$ cat src/rtl/prio_encoder4x2.sv
// Fixed-priority 4:2 encoder; bit 3 has the highest priority.
module prio_encoder4x2 (
    input  logic [3:0] req,
    output logic [1:0] id,
    output logic       any
);

    // Pick the highest set request index.
    always_comb begin
        id  = 2'd0;
        any = 1'b1;
        casez (req)
            4'b1???: id = 2'd3;
            4'b01??: id = 2'd2;
            4'b001?: id = 2'd1;
            4'b0001: id = 2'd0;
            default: any = 1'b0;
        endcase
    end

endmodule

$ cat src/rtl/irq_ctrl4.sv
// Four-channel interrupt controller: synchronises raw request lines, latches
// rising events into pending bits (with sticky overrun on coalescing) and
// presents the highest-priority unmasked pending channel until acknowledged.
module irq_ctrl4 #(
    parameter int SYNC_STAGES = 2
) (
    input  logic       clk,
    input  logic       rst_n,
    input  logic [3:0] irq,
    input  logic [3:0] mask,
    input  logic       irq_ack,
    input  logic       clr_ovr,
    output logic       irq_valid,
    output logic [1:0] irq_id,
    output logic [3:0] pending,
    output logic [3:0] overrun
);

    localparam logic STATE_IDLE    = 1'b0;
    localparam logic STATE_PRESENT = 1'b1;

    logic       state;
    logic [3:0] sync_q [SYNC_STAGES];
    logic [3:0] hist_q;
    logic [3:0] rise;
    logic [3:0] ack_clr;
    logic [3:0] eligible;
    logic [1:0] enc_id;
    logic       enc_any;

    // A rising event is a 0->1 step seen at the last synchroniser stage.
    assign rise = sync_q[SYNC_STAGES-1] & ~hist_q;

    // Bit of the presented channel that an acknowledge releases this edge.
    assign ack_clr = (state == STATE_PRESENT && irq_ack) ? (4'b0001 << irq_id) : 4'b0000;

    // Masked channels keep latching but never compete for presentation.
    assign eligible = pending & ~mask;

    prio_encoder4x2 u_prio (
        .req (eligible),
        .id  (enc_id),
        .any (enc_any)
    );

    // Synchroniser chain per request line.
    always_ff @(posedge clk or negedge rst_n) begin
        if (!rst_n) begin
            for (int s = 0; s < SYNC_STAGES; s++) begin
                sync_q[s] <= 4'b0000;
            end
        end else begin
            sync_q[0] <= irq;
            for (int s = 1; s < SYNC_STAGES; s++) begin
                sync_q[s] <= sync_q[s-1];
            end
        end
    end

    // Edge history, pending latch and sticky overrun flags.
    // A new event on the channel being acked wins over the ack and is not
    // an overrun; a new overrun wins over a simultaneous clear.
    always_ff @(posedge clk or negedge rst_n) begin
        if (!rst_n) begin
            hist_q  <= 4'b0000;
            pending <= 4'b0000;
            overrun <= 4'b0000;
        end else begin
            hist_q  <= sync_q[SYNC_STAGES-1];
            pending <= (pending & ~ack_clr) | rise;
            overrun <= (clr_ovr ? 4'b0000 : overrun) | (rise & pending & ~ack_clr);
        end
    end

    // Presentation FSM: load and hold one channel until it is acknowledged.
    always_ff @(posedge clk or negedge rst_n) begin
        if (!rst_n) begin
            state     <= STATE_IDLE;
            irq_valid <= 1'b0;
            irq_id    <= 2'd0;
        end else begin
            case (state)
                STATE_IDLE: begin
                    if (enc_any) begin
                        irq_id    <= enc_id;
                        irq_valid <= 1'b1;
                        state     <= STATE_PRESENT;
                    end
                end
                STATE_PRESENT: begin
                    if (irq_ack) begin
                        irq_valid <= 1'b0;
                        state     <= STATE_IDLE;
                    end
                end
                default: begin
                    irq_valid <= 1'b0;
                    state     <= STATE_IDLE;
                end
            endcase
        end
    end

endmodule

$ cat config.mk
export PLATFORM = sky130hd
export DESIGN_NAME = irq_ctrl4
export DESIGN_NICKNAME = d
export VERILOG_FILES = /design/src/rtl/prio_encoder4x2.sv /design/src/rtl/irq_ctrl4.sv
export SDC_FILE = /design/constraint.sdc
export NUM_CORES = 1
export LEC_CHECK = 0
export CELL_PAD_IN_SITES_DETAIL_PLACEMENT = 1
export CELL_PAD_IN_SITES_GLOBAL_PLACEMENT = 1
export CORE_ASPECT_RATIO = 0.6
export CORE_UTILIZATION = 36
export CTS_CLUSTER_DIAMETER = 150
export DETAILED_ROUTE_END_ITERATION = 16
export PLACE_DENSITY_LB_ADDON = 0.1
export SYNTH_ARGS = -nofsm -noshare
export SYNTH_HDL_FRONTEND = slang
export SYNTH_SLANG_ARGS = --single-unit
export TNS_END_PERCENT = 100
$ cat constraint.sdc
create_clock -name clk -period 1.2 [get_ports clk]
set_input_delay 0.12 -clock clk [delete_from_list [all_inputs] [get_ports clk]]
set_output_delay 0.12 -clock clk [all_outputs]
set_load 0.1 [all_outputs]
# ---- After elaboration in Yosys (flattened, before gate mapping)
# Index checks and enable logic that the tools add are counted.
dict set report classes {
  reduce_logical 4
  n_eq_ne 5
  shifts 1
  muxes 10
  n_bitwise 11
}
# op n
set op_table {}
lappend op_table {{$and A4 B4 Y4} 5}
lappend op_table {{$not A4 Y4} 3}
lappend op_table {{$mux W4} 2}
lappend op_table {{$or A4 B4 Y4} 2}
lappend op_table {{$pmux W2 S3} 1}
lappend op_table {{$mux W1} 5}
lappend op_table {{$eq A4 B1 Y1 const B} 1}
lappend op_table {{$ne A2 B2 Y1 const B} 2}
lappend op_table {{$pmux W1 S2} 2}
lappend op_table {{$reduce_and A2 Y1} 2}
lappend op_table {{$reduce_or A4 Y1} 1}
lappend op_table {{$shl A1 B2 Y4 const A} 1}
lappend op_table {{$eq A3 B1 Y1 const B} 1}
lappend op_table {{$eq A2 B1 Y1 const B} 1}
lappend op_table {{$logic_and A1 B1 Y1} 1}
lappend op_table {{$not A1 Y1} 1}
dict set report totals {
  input_bits 12
  output_inout_bits 11
  wordCells 39
  register_bits 24
}

# ---- Longest topological paths before layout
# Gate-level depths: netlist (run 1).
dict set report logic_depth {
  word_depth 7
  depth_mapped 4
  ltp_nobuf 3
}

# ---- By module
# Synthesis (run 1) repeated with hierarchy kept, for this count alone.
dict set report hier_totals {
  cells_unflattened 62
  area_unflattened_um2 873.3
}
# module n_inst cells_per_inst area_per_inst_um2 seq_area_each_um2
set modules_own_cells {}
lappend modules_own_cells {irq_ctrl4 1 58 849.6 600.6}
lappend modules_own_cells {prio_encoder4x2 1 4 23.8 0.0}

# ---- Worst setup path after synthesis (run 1)
# No wires, ideal clock.
dict set report synth_path {
  kind {register -> register}
  startpoint {register irq_id[1]}
  endpoint {register overrun[2]}
  arrival_ns 1.489
  setup_time_ns 0.135
  n_path_buf 0
  slack_ns -0.425
  required_ns 1.065
  path_stages_with_launch 4
  cell_sequence {dfrtp_1 -> inv_1 -> o31ai_2 -> o22ai_1}
}
dict set report synth_between {
  elab_chain_len 5
}
# element line
set synth_lines {}
lappend synth_lines {{start, declared} irq_ctrl4.sv:14} ;# output logic [1:0] irq_id,
lappend synth_lines {{start signal, assigned} irq_ctrl4.sv:85} ;# irq_id <= enc_id;
lappend synth_lines {{$shl A1 B2 Y4} irq_ctrl4.sv:35} ;# assign ack_clr = (state == STATE_PRESENT && irq_ack) ? (4'b0001 << irq_id) : 4'b0000;
lappend synth_lines {{$mux W4} irq_ctrl4.sv:35}
lappend synth_lines {{$not A4 Y4} irq_ctrl4.sv:71} ;# overrun <= (clr_ovr ? 4'b0000 : overrun) | (rise & pending & ~ack_clr);
lappend synth_lines {{$and A4 B4 Y4} irq_ctrl4.sv:71}
lappend synth_lines {{$or A4 B4 Y4} irq_ctrl4.sv:71}
lappend synth_lines {{end signal, assigned} irq_ctrl4.sv:71}
lappend synth_lines {{end, declared} irq_ctrl4.sv:16} ;# output logic [3:0] overrun
# No other way between the ends.
# A chain may end at the register's enable or synchronous reset.

# ---- Worst setup path in the final report (run 1)
dict set report layout_path {
  startpoint {register pending[1]}
  endpoint {register state}
}
dict set report layout_between {
  elab_chain_len 6
  word_cells_on_any_way 7
}
# element line
set layout_lines {}
lappend layout_lines {{start, declared} irq_ctrl4.sv:15} ;# output logic [3:0] pending,
lappend layout_lines {{start signal, assigned} irq_ctrl4.sv:70} ;# pending <= (pending & ~ack_clr) | rise;
lappend layout_lines {{$and A4 B4 Y4 *} irq_ctrl4.sv:38} ;# assign eligible = pending & ~mask;
lappend layout_lines {{$eq A4 B1 Y1 / $eq A3 B1 Y1 (equally long branches)} prio_encoder4x2.sv:12} ;# casez (req)
lappend layout_lines {{$reduce_or A4 Y1 (no source line) *} n/a}
lappend layout_lines {{$mux W1 *} prio_encoder4x2.sv:12}
lappend layout_lines {{$mux W1 *} irq_ctrl4.sv:84} ;# if (enc_any) begin
lappend layout_lines {{$pmux W1 S2 *} irq_ctrl4.sv:82} ;# case (state)
lappend layout_lines {{end signal, assigned} irq_ctrl4.sv:78} ;# state <= STATE_IDLE;
lappend layout_lines {{end signal, assigned} irq_ctrl4.sv:87} ;# state <= STATE_PRESENT;
lappend layout_lines {{end signal, assigned} irq_ctrl4.sv:93} ;# state <= STATE_IDLE;
lappend layout_lines {{end, declared} irq_ctrl4.sv:22} ;# logic state;
# Mark *: on every way between the ends. The rest lies on a longest branch, timed or not.

==> results of run 1 <==
cell usage in the layout, fill, tap and decap left out, drive strengths merged:
master	n
o22ai	6
nand3	1
inv	8
nand2b	7
o41a	2
dfrtp	24
nand2	6
clkdlybuf4s50	11
o31ai	2
a21oi	4
clkbuf	4
buf	16
o21ai	3
nor2b	2
layer usage:
layer / GRT usage / part of all wire / up-vias
li1: - / - / 281
met1: 0.234 / 0.50 / 285
met2: 0.268 / 0.44 / 18
met3: 0.0552 / 0.048 / 2
met4: 0.0222 / 0.0083 / 0
met5: 0 / 0 / -
sequential cells by signal, indices dropped and copies added, names as in the netlist:
register and cells:
sync_q 8, irq_id 2, irq_valid 1, overrun 4, pending 4, hist_q 4
state 1
cell usage after synthesis, drive strengths merged:
library cell and n:
o31ai 2, o21ai 3, o22ai 6, dfrtp 24, inv 8, buf 1, nand3 1, o41a 2
nor2b 2, nand2b 7, nand2 6, a21oi 4
what timing repair did:
action | 4_1_cts | 5_1_grt
endpoints found under the setup margin | 2 | 1
endpoints found under the hold margin | 0 | 0
resized for setup | 1 | 2
logic make-up (layout without fill, tap and decap cells):
logic type,count (synthesis),after routing,share of synthesized area
DFF,24,24,0.707
and+or+nand+nor,16,16,0.110
AOI/OAI and AO/OA,17,17,0.141
buffers and inverters,9,39,0.0412
worst max-delay path, stage by stage, from the launching register on:
cell and delay, ns:
dfrtp_4 0.52, nor2b_4 0.15, o41a_1 0.40
through the flow:
stage	setup WS, ns	hold slack [ns]	instances	util	area, µm²
global route	0.00682	0.239	126	0.611	1340
floorplan	-0.0943	-0.176	66	-	895
detailed placement	-0.150	0.336	123	0.593	1300
finish	0.0258	0.214	126	0.611	1340
global placement	-0.0465	0.332	123	0.593	1300
CTS	0.0262	0.219	126	0.611	1340
area by class of cell:
class | instances | area (µm²) | share of cell area
clock buffers | 4 | 45.0 | 0.0336
well taps | 30 | 37.5 | 0.0280
inverters | 8 | 30.0 | 0.0224
flip-flops and latches | 24 | 629 | 0.469
multi-input cells | 33 | 231 | 0.173
repair buffers | 27 | 368 | 0.274
power breakdown:
group / switching (µW) / internal, µW / leakage [µW] / total (µW)
Combinational: 1300 / 757 / 0.000293 / 2060
Clock: 236 / 236 / 0.0000228 / 472
Sequential: 254 / 1040 / 0.000267 / 1290
worst max path at each step:
stage / start / endpoint / slack (ns) / cells past startpoint
CTS: pending[3] / pending[3] / 0.03 / 2
detailed placement: irq_ack / overrun[1] / -0.15 / 4
global route: pending[1] / irq_valid / 0.007 / 2
global placement: irq_ack / overrun[0] / -0.05 / 4
floorplan: pending[1] / irq_valid / -0.09 / 2
finish: pending[1] / state / 0.03 / 2
==> results.py, run 1 <==
metrics = {
    "setup_path": {
        "cp.arrival_ns": 1.32,
        "crit_fanout": 4,
        "required_ns": 1.35,
        "reg2reg_to": "state",
        "cp-end-kind": "register",
        "rrSetupSlack_ns": 0.03,
        "worst-setup-path-type": "reg2reg",
        "r2r_cells": 2,
        "worstSetupStartpointType": "register",
        "r2r_start": "pending[1]",
    },
    "synth": {
        "synth_area_um2": 850,
        "syn-num-nets": 78,
        "yosysSeqAreaShare": 0.707,
        "synth_cell_types": 14,
        "ys_ff_latch": 24,
        "yosysTopAreaCell": "dfrtp_1",
        "yosys-top-cells-area": "dfrtp_1, o22ai_1, nand2b_1, inv_1, o31ai_2",
        "avgSynthCellArea_um2": 12.9,
        "yosys.area.top_type_share": 0.707,
        "ys_warn_count": 0,
        "synthCells": 66,
    },
    "timing": {
        "tightestPinTransition_ns": 0.302,
        "drv_slew": 0,
        "timing.fmax_ghz": 0.852,
        "hold_viol_final": 0,
        "skew_ns": 0.00896,
        "tns_ns": 0,
        "slew_headroom": 0.799,
        "setup_viol": 0,
        "period_needed_ns": 1.17,
        "finalCritPeriodShare": 0.978,
        "rsz0062_at_grt": "no",
    },
    "min_path": {
        "hp-class": "in2async",
    },
    "clock_network": {
        "insertion_delay_ns": 0.26,
        "cts_buffers": 3,
        "clock_sinks": 24,
        "clk_path_buf_depth": 2,
        "post-cts-setup-buffers": 0,
        "clk_pin_slew_ns": 0.08,
        "hold_buffers": 0,
        "cts_tree": "yes",
        "clockRootBuffer": "clkbuf_8",
        "htreeDepth": 1,
    },
    "layout": {
        "nFillCells": 215,
        "drive_gt1_frac": 0.385,
        "antenna_cells": 0,
        "nNetsFinal": 109,
        "syn_to_final_growth_pct": 57.9,
    },
    "global_route": {
        "track_usage": 0.170,
        "grt_max_degree": 25,
        "grt_pass1_wl_mm": 3.04,
        "grt_pass1_vias": 618,
        "antenna_found_initial": 0,
        "grt-ovfl-total": 0,
    },
    "floorplanning": {
        "die_w_um": 64.7,
        "start_util": 0.387,
        "die_h_um": 39.6,
        "pin_count": 23,
        "rows": 13,
        "core-area_um2": 2200,
        "die_area_um2": 2560,
    },
    "place": {
        "dp_hpwl_mm": 1.42,
        "port_buffers": 22,
        "place_congestion": 0.770,
    },
    "drt": {
        "routedWlPerCell_um": 14.3,
        "dr.pass1.iters": 3,
        "via_count": 586,
        "drc": 0,
        "routed_wl_mm": 1.80,
        "via_per_inst": 4.65,
        "ant_nets": 0,
        "drt_iter0_drc": 14,
    },
    "pwr": {
        "power.density_nw_per_um2": 2850,
        "leakage_uw": 0.000583,
        "finalPower_uw": 3830,
        "ir_drop_mv": 1.53,
    },
    "status": {
        "status": "complete, no violations",
    },
    "run": {
        "maxCapViolCount": 0,
    },
}
Note: power is estimated with default switching activity, not from simulation.
==> run 2, diff against run 1 <==
--- a/config.mk
+++ b/config.mk
@@ -5,10 +5,12 @@
 export SDC_FILE = /design/constraint.sdc
 export NUM_CORES = 1
 export LEC_CHECK = 0
+export CAP_MARGIN = 30
 export CELL_PAD_IN_SITES_DETAIL_PLACEMENT = 1
 export CELL_PAD_IN_SITES_GLOBAL_PLACEMENT = 1
 export CORE_ASPECT_RATIO = 0.6
 export CORE_UTILIZATION = 36
+export CTS_BUF_LIST = sky130_fd_sc_hd__clkbuf_16
 export CTS_CLUSTER_DIAMETER = 150
 export DETAILED_ROUTE_END_ITERATION = 16
 export PLACE_DENSITY_LB_ADDON = 0.1
==> results.py, run 2 (synthesis gave the netlist of run 1 again) <==
metrics = {
    "status": {
        "status": "complete, no violations",
    },
    "global_route": {
        "grt_max_degree": 25,
        "use_met2": 0.294,
        "grtUsageMet1": 0.232,
        "busiest_layer": "met2",
        "grt_pass1_wl_mm": 3.16,
        "antenna_found_initial": 0,
        "grt_pass1_vias": 630,
        "grt_use_met3": 0.0552,
        "grt-ovfl-total": 0,
        "track_usage": 0.182,
    },
    "timing": {
        "hold_viol_final": 0,
        "period_needed_ns": 1.18,
        "tightestPinTransition_ns": 0.304,
        "setup_viol": 0,
        "rsz0062_at_grt": "no",
        "finalCritPeriodShare": 0.980,
        "skew_ns": 0.00432,
        "slew_headroom": 0.797,
        "drv_slew": 0,
        "timing.fmax_ghz": 0.850,
    },
    "clock_network": {
        "insertion_delay_ns": 0.26,
        "cts_tree": "yes",
        "clk_path_buf_depth": 2,
        "hold_buffers": 0,
        "htreeDepth": 1,
        "clk_pin_slew_ns": 0.06,
        "clock_sinks": 24,
        "clockRootBuffer": "clkbuf_16",
        "cts_buffers": 3,
    },
    "run": {
        "maxCapViolCount": 0,
    },
    "drt": {
        "drt_iter0_drc": 14,
        "dr.pass1.iters": 3,
        "routedWlPerCell_um": 14.6,
        "via_per_inst": 4.65,
        "ant_nets": 0,
        "routed_wl_mm": 1.86,
        "via_count": 591,
        "drc": 0,
    },
    "floorplanning": {
        "die_area_um2": 2560,
        "die_w_um": 64.7,
        "pin_count": 23,
        "start_util": 0.387,
        "core-area_um2": 2200,
        "rows": 13,
        "die_h_um": 39.6,
    },
    "layout": {
        "syn_to_final_growth_pct": 62.7,
        "largest_reg_flops": 8,
        "final_core_util": 0.630,
        "antenna_cells": 0,
        "regMostFlops": "sync_q",
        "fin_cells": 127,
        "nNetsFinal": 110,
        "drive_gt1_frac": 0.392,
        "mostFrequentLayoutCell": "dfrtp_1",
        "final_cell_mix": "dfrtp_1, clkdlybuf4s50_1, buf_12",
    },
    "setup_path": {
        "cp_slowest_cell": "dfrtp_4",
        "cp.arrival_ns": 1.06,
        "max_stage_delay_ns": 0.48,
        "required_ns": 1.08,
        "cp-end-kind": "output port",
        "crit_fanout": 3,
        "path_cells": "buf_4, buf_12",
        "worst-setup-path-type": "reg2out",
        "worstSetupStartpointType": "register",
    },
    "place": {
        "dp_hpwl_mm": 1.42,
        "port_buffers": 22,
        "place_congestion": 0.770,
        "dp_cells": 123,
    },
    "min_path": {
        "hp-class": "in2async",
    },
    "pwr": {
        "ir_drop_mv": 1.54,
        "leakage_uw": 0.000607,
        "power.density_nw_per_um2": 2950,
    },
}
-- run 2: final timing paths --
path / startpoint / endpoint / slack, ns / cells after the start
max: pending[1] / pending[1] / 0.02 / 2
min: rst_n / sync_q[6] / 0.22 / 2
max reg2reg: pending[3] / state / 0.06 / 2
min reg2reg: sync_q[5] / sync_q[1] / 0.35 / 0
max in group asynchronous: rst_n / pending[3] / 0.71 / 2
min in group clk: irq[2] / sync_q[6] / 0.30 / 1
-- run 2: through the flow --
stage	worst slack (ns)	hold WS, ns	TNS [ns]	power [µW]	area (µm²)
2_1_floorplan	-0.0943	-0.176	-0.219	2490	895
3_3_place_gp	-0.0465	0.332	-0.130	3360	1300
3_5_place_dp	-0.150	0.336	-0.671	3390	1300
4_1_cts	0.00106	0.233	0	4120	1380
5_1_grt	0.00773	0.257	0	4240	1380
6_report	0.0239	0.224	0	4080	1380
-- run 2: repair_timing --
item | in CTS | in global routing
gates resized for setup | 0 | 3
setup buffers | 0 | 0
setup endpoints to repair | 0 | 6
-- run 2: cell type report --
class / count / area (µm²)
inverters: 8 / 30.0
multi-input cells: 33 / 231
flip-flops and latches: 24 / 629
well taps: 30 / 37.5
clock inverters: 1 / 3.75
clock buffers: 3 / 75.1
repair buffers: 28 / 375
fillers: 212 / 813
-- run 2: power by group --
group | internal (µW) | total [µW] | switching [µW] | leakage, µW
Sequential | 1040 | 1280 | 235 | 0.000267
Clock | 445 | 708 | 263 | 0.0000423
Combinational | 774 | 2100 | 1320 | 0.000298
-- run 2: critical path: cells and delay by family, from the launching register on --
| family | cells | cell delay (ns) |
|---|---|---|
| flops | 1 | 0.48 |
| buf+inv | 2 | 0.32 |
-- run 2: metal layers --
| metal | routed length (µm) | vias up | part of all wire |
|---|---|---|---|
| met2 | 854 | 16 | 0.46 |
| met5 | 0 | - | 0 |
| met4 | 31 | 0 | 0.017 |
| met1 | 875 | 289 | 0.47 |
| li1 | - | 282 | - |
| met3 | 96 | 4 | 0.052 |
